**config.mk**
```make
export PLATFORM = sky130hd
export DESIGN_NAME = prf_freelist
export DESIGN_NICKNAME = d
export VERILOG_FILES = /design/src/rtl/prf_freelist.sv
export SDC_FILE = /design/constraint.sdc
export NUM_CORES = 1
export LEC_CHECK = 0
export CAP_MARGIN = 40
export CORE_ASPECT_RATIO = 0.7
export CORE_UTILIZATION = 50
export CTS_CLUSTER_DIAMETER = 120
export DETAILED_ROUTE_END_ITERATION = 10
export GPL_ROUTABILITY_DRIVEN = 0
export PLACE_DENSITY = 0.69
export SLEW_MARGIN = 20
export SYNTH_ARGS = -nofsm -noshare
export SYNTH_HDL_FRONTEND = slang
export SYNTH_SLANG_ARGS = --single-unit
```
**constraint.sdc**
```tcl
create_clock -name clk -period 3 [get_ports clk]
set_input_delay 0.45 -clock clk [delete_from_list [all_inputs] [get_ports clk]]
set_output_delay 0.45 -clock clk [all_outputs]
set_load 0.05 [all_outputs]
```
**src/rtl/prf_freelist.sv**
```systemverilog
// Physical-register free list: dual-slot rename allocation, dual-slot commit release,
// and single-cycle flush recovery to the committed head.
module prf_freelist #(
  parameter int unsigned PRF_NUM       = 64,
  parameter int unsigned ARCH_NUM      = 34,
  parameter int unsigned FL_DEPTH      = 32,
  parameter int unsigned PRF_NUM_WIDTH = 6
) (
  input  logic                         clk,
  input  logic                         rst_n,
  input  logic [1:0]                   alloc_req,
  output logic                         alloc_ok,
  output logic [PRF_NUM_WIDTH-1:0]     alloc_preg_0,
  output logic [PRF_NUM_WIDTH-1:0]     alloc_preg_1,
  input  logic [1:0]                   commit_alloc,
  input  logic [1:0]                   commit_free_valid,
  input  logic [PRF_NUM_WIDTH-1:0]     commit_free_preg_0,
  input  logic [PRF_NUM_WIDTH-1:0]     commit_free_preg_1,
  input  logic                         flush,
  output logic [$clog2(FL_DEPTH):0]    free_count
);

  localparam int unsigned IDX_W     = $clog2(FL_DEPTH);
  localparam int unsigned PTR_W     = IDX_W + 1;
  localparam int unsigned INIT_FREE = PRF_NUM - ARCH_NUM;

  logic [PRF_NUM_WIDTH-1:0] fl [FL_DEPTH];
  logic [PTR_W-1:0]         head, chead, tail;
  logic [PTR_W-1:0]         head_nxt, chead_nxt, tail_nxt;
  logic [1:0]               nreq, ncommit, nfree;
  logic [IDX_W-1:0]         hidx, hidx1, tidx, tidx1;

  // Grant lookup and next-pointer computation, all from registered state.
  always_comb begin
    nreq       = {1'b0, alloc_req[0]} + {1'b0, alloc_req[1]};
    ncommit    = {1'b0, commit_alloc[0]} + {1'b0, commit_alloc[1]};
    nfree      = {1'b0, commit_free_valid[0]} + {1'b0, commit_free_valid[1]};
    free_count = tail - head;
    alloc_ok   = (free_count >= PTR_W'(nreq));
    hidx       = head[IDX_W-1:0];
    hidx1      = IDX_W'(hidx + IDX_W'(1));
    tidx       = tail[IDX_W-1:0];
    tidx1      = IDX_W'(tidx + IDX_W'(1));
    alloc_preg_0 = fl[hidx];
    alloc_preg_1 = alloc_req[0] ? fl[hidx1] : fl[hidx];
    chead_nxt  = chead + PTR_W'(ncommit);
    tail_nxt   = tail + PTR_W'(nfree);
    head_nxt   = head;
    if (flush) begin
      head_nxt = chead_nxt;
    end else if (alloc_ok) begin
      head_nxt = head + PTR_W'(nreq);
    end
  end

  // Pointer and queue storage update; slot 0 is pushed ahead of slot 1.
  always_ff @(posedge clk or negedge rst_n) begin
    if (!rst_n) begin
      head  <= '0;
      chead <= '0;
      tail  <= PTR_W'(INIT_FREE);
      for (int unsigned i = 0; i < FL_DEPTH; i++) begin
        fl[i] <= (i < INIT_FREE) ? PRF_NUM_WIDTH'(ARCH_NUM + i) : '0;
      end
    end else begin
      head  <= head_nxt;
      chead <= chead_nxt;
      tail  <= tail_nxt;
      if (commit_free_valid[0]) begin
        fl[tidx] <= commit_free_preg_0;
      end
      if (commit_free_valid[1]) begin
        fl[commit_free_valid[0] ? tidx1 : tidx] <= commit_free_preg_1;
      end
    end
  end

  // Releases must never overfill the queue relative to the committed head.
  a_no_overflow: assert property (@(posedge clk) disable iff (!rst_n)
    PTR_W'(tail_nxt - chead_nxt) <= PTR_W'(FL_DEPTH));

  // Commit may only retire registers that were actually allocated.
  a_chead_le_head: assert property (@(posedge clk) disable iff (!rst_n)
    PTR_W'(ncommit) <= PTR_W'(head - chead));

endmodule

```
==> run metrics <==
Clock Sinks 210; Mapped Area 14100 um2; core area around 28000 um2; post-synth cell types 52; r2r worst-path depth 12; ANT nets after route 0; crit path capture type output port; r2r setup slk about 90 ps; Tightest Pin Transition 884 ps; HPWL after DPL between 30000 and 40000 um; PwrDens 1470 nW/um2; Die ar. roughly 29000 um2; unrepaired setup endpoints after global routing true; top cells by count, synth 192 x mux2_2, 120 x mux4_2, 113 x dfstp_2; CP Max Fanout 7; DRC errors left 0; Clock Skews 11.7 ps; Die Wd 203 um; complex-gate fraction of the synthesized area 5.54%; share of layout cells above drive strength 1 51.5%; Synth Area in Adders under 10%; top cells by area, synth dfstp_2 21%, mux4_2 19%, dfrtp_1 17%; Post-Place Setup Slack -194 ps; Power Internal 14600 uW; Routed WL 47100 um; Final Cycle Share 122%; drt wl/cell 28.2 um; Clock transition at path regs 70 ps; total count of hold-check failures in the final report 0; yosys warns 0; fin nets 1323; clock network power share 12.1%; Synth top area share 21.0%; leakage power 0.00693 uW; Hold Crit Class input pin to async pin; FFs w/ async S/R, synth 100%; via count 11000; post-synthesis xor/xnor area fraction less than 1%; register area share after synthesis between 30% and 40%; Setup-failing EPs final 14; CP Class flip-flop to output port; highest clock rate about 270 MHz; I/O Pins 40; max-capacitance violation count 0; status finished, violations left; final setup margin -675 ps; CP Launch Type flip-flop; Via density 6.62; CTS tree yes; Cell Rows 51; Sequential Power Share between 20 and 25%; ANT cells 0; root buffer cell clkbuf_16; Total Power Consumption 24900 uW; peak supply drop 0.000957 V; Most used DFF post-synth dfstp_2; vias in the first global route around 11000; Crit Reg-Reg Endpoint head[1]$_DFFE_PN0P_; die extent in y 143 um; largest net degree at the start of global routing 81; Slew headroom about two fifths; Worst-Skew Late Latency around 540 ps; mux cell area share after synthesis 41.4%; sw frac 41.5%; Global Route Usage Sum between 30 and 40%; Post-Syn Nets 1222; worst r2r src head[0]$_DFFE_PN0P_; largest family of logic cells by synthesized area multiplexers; residual overflow from global routing 0; crit path DAT 3220 ps; clk buf depth 3; failing checks setup timing; max-slew violation count 0; first-pass GRT wire length 70100 um; initial antenna violation count 0; Seq cells post-synth 210; cell with the most instances after synthesis mux2_2; setup TNS -7440 ps; Comb power frac 63.3%; Psw a little over 10000 uW; number of H-tree levels 1; simple-gate share of the synthesized area 8.06%; DR iter-0 viols about 1600; drt pass-1 iters 5; CP required about 2600 ps; Initial Util 50.8%; cts bufs inserted 23; largest area contributor in the netlist dfstp_2; Area Growth Syn to Fin 19.9%; Avg Inst Size Synth 12.0 um2; Syn Inst Count 1179; min Tclk post-route 3670 ps; number of synthesized flops with an enable pin 0; # port buffers 39
==> worst max-delay path by stage <==
stage	start	to	slack [ps]
finish	head[0]$_DFFE_PN0P_	alloc_preg_1[4]	-670
global route	head[0]$_DFFE_PN0P_	alloc_preg_1[4]	-700
CTS	head[0]$_DFFE_PN0P_	alloc_preg_1[1]	-670
detailed placement	head[0]$_DFFE_PN0P_	alloc_preg_1[5]	-190
global placement	head[0]$_DFFE_PN0P_	alloc_preg_1[5]	-180
floorplan	head[0]$_DFFE_PN0P_	alloc_preg_1[5]	2
==> registers in the layout, indices dropped and copies added (netlist names) <==
name / flops
chead: 6
tail: 6
head: 6
fl: 192
==> final cells by class <==
| cell class | instances | area (um2) |
|---|---|---|
| fillers | 2158 | 10900 |
| clock inverters | 8 | 123 |
| multi-input cells | 851 | 8460 |
| well taps | 371 | 464 |
| repair buffers | 169 | 1740 |
| inverters | 25 | 100 |
| clock buffers | 34 | 657 |
| flip-flops and latches | 210 | 5400 |
==> power by group through the flow <==
stage	logic (uW)	registers (uW)	clock network [uW]
after floorplan	9550	5400	0
after global placement	13500	5960	0
after detailed placement	13700	6040	0
after CTS	15100	6010	3040
after global routing	16500	6260	3160
final	15700	6130	3000
==> placed cells by master, fill, tap and decap left out, types with 5 or more instances in the layout <==
cell type | synthesis | routed
a21oi_1 | 54 | 53
buf_12 | 0 | 16
buf_4 | 2 | 107
buf_6 | 6 | 12
buf_8 | 0 | 7
clkbuf_1 | 61 | 7
clkbuf_16 | 0 | 23
clkbuf_8 | 0 | 5
clkdlybuf4s50_1 | 0 | 18
dfrtp_1 | 97 | 94
dfstp_2 | 113 | 113
ha_1 | 18 | 14
inv_1 | 23 | 20
mux2_2 | 192 | 192
mux2i_1 | 99 | 99
mux4_2 | 120 | 120
nand2_1 | 106 | 92
nand2_2 | 0 | 10
nand3_1 | 28 | 25
nor2_1 | 83 | 73
nor2_2 | 4 | 13
nor3_1 | 11 | 11
nor4_1 | 7 | 7
o21ai_0 | 53 | 53
xnor2_1 | 9 | 8
==> kinds of logic (layout without fill, tap and decap cells) <==
group	count (synthesis)	count (layout)
mux	411	411
buf+inv	118	236
compound gates	139	139
fa+ha+maj	22	22
simple gates	264	264
flops	210	210
xor+xnor	15	15
==> stage by stage <==
stage | util [%] | hold slack (ps) | area [um2] | cells
3_5_place_dp | 55.5 | 431 | 15400 | 1593
6_report | 60.9 | 422 | 16900 | 1668
3_3_place_gp | 55.4 | 428 | 15400 | 1591
2_1_floorplan | - | 154 | 14200 | 1179
5_1_grt | 60.9 | 448 | 16900 | 1668
4_1_cts | 60.2 | 434 | 16700 | 1655
==> critical path, cell delays in order, from the launching register on <==
cell and delay [ps]:
dfrtp_4 510, buf_4 150, buf_12 140, bufbuf_16 270
buf_4 130, mux4_2 440, mux4_2 520, nand2_2 80
nand2_2 70, nor2_2 120, nor2_2 80, buf_6 150
==> per-layer routing <==
layer,up-vias,share of wire (%),global-route usage [%]
met5,-,0,0
met4,0,3.6,10.2
met2,830,40,44.4
li1,4608,-,-
met3,130,15,13.9
met1,5469,41,48.6
==> repair_timing <==
action	CTS	global route
hold endpoints to repair	28	0
gates resized for setup	56	35
endpoints found under the setup margin	15	29
pin swaps	16	15
buffers inserted	14	16
cloned	5	0
hold buffers	1	0
No activity file was read; power rests on OpenSTA's default activity.
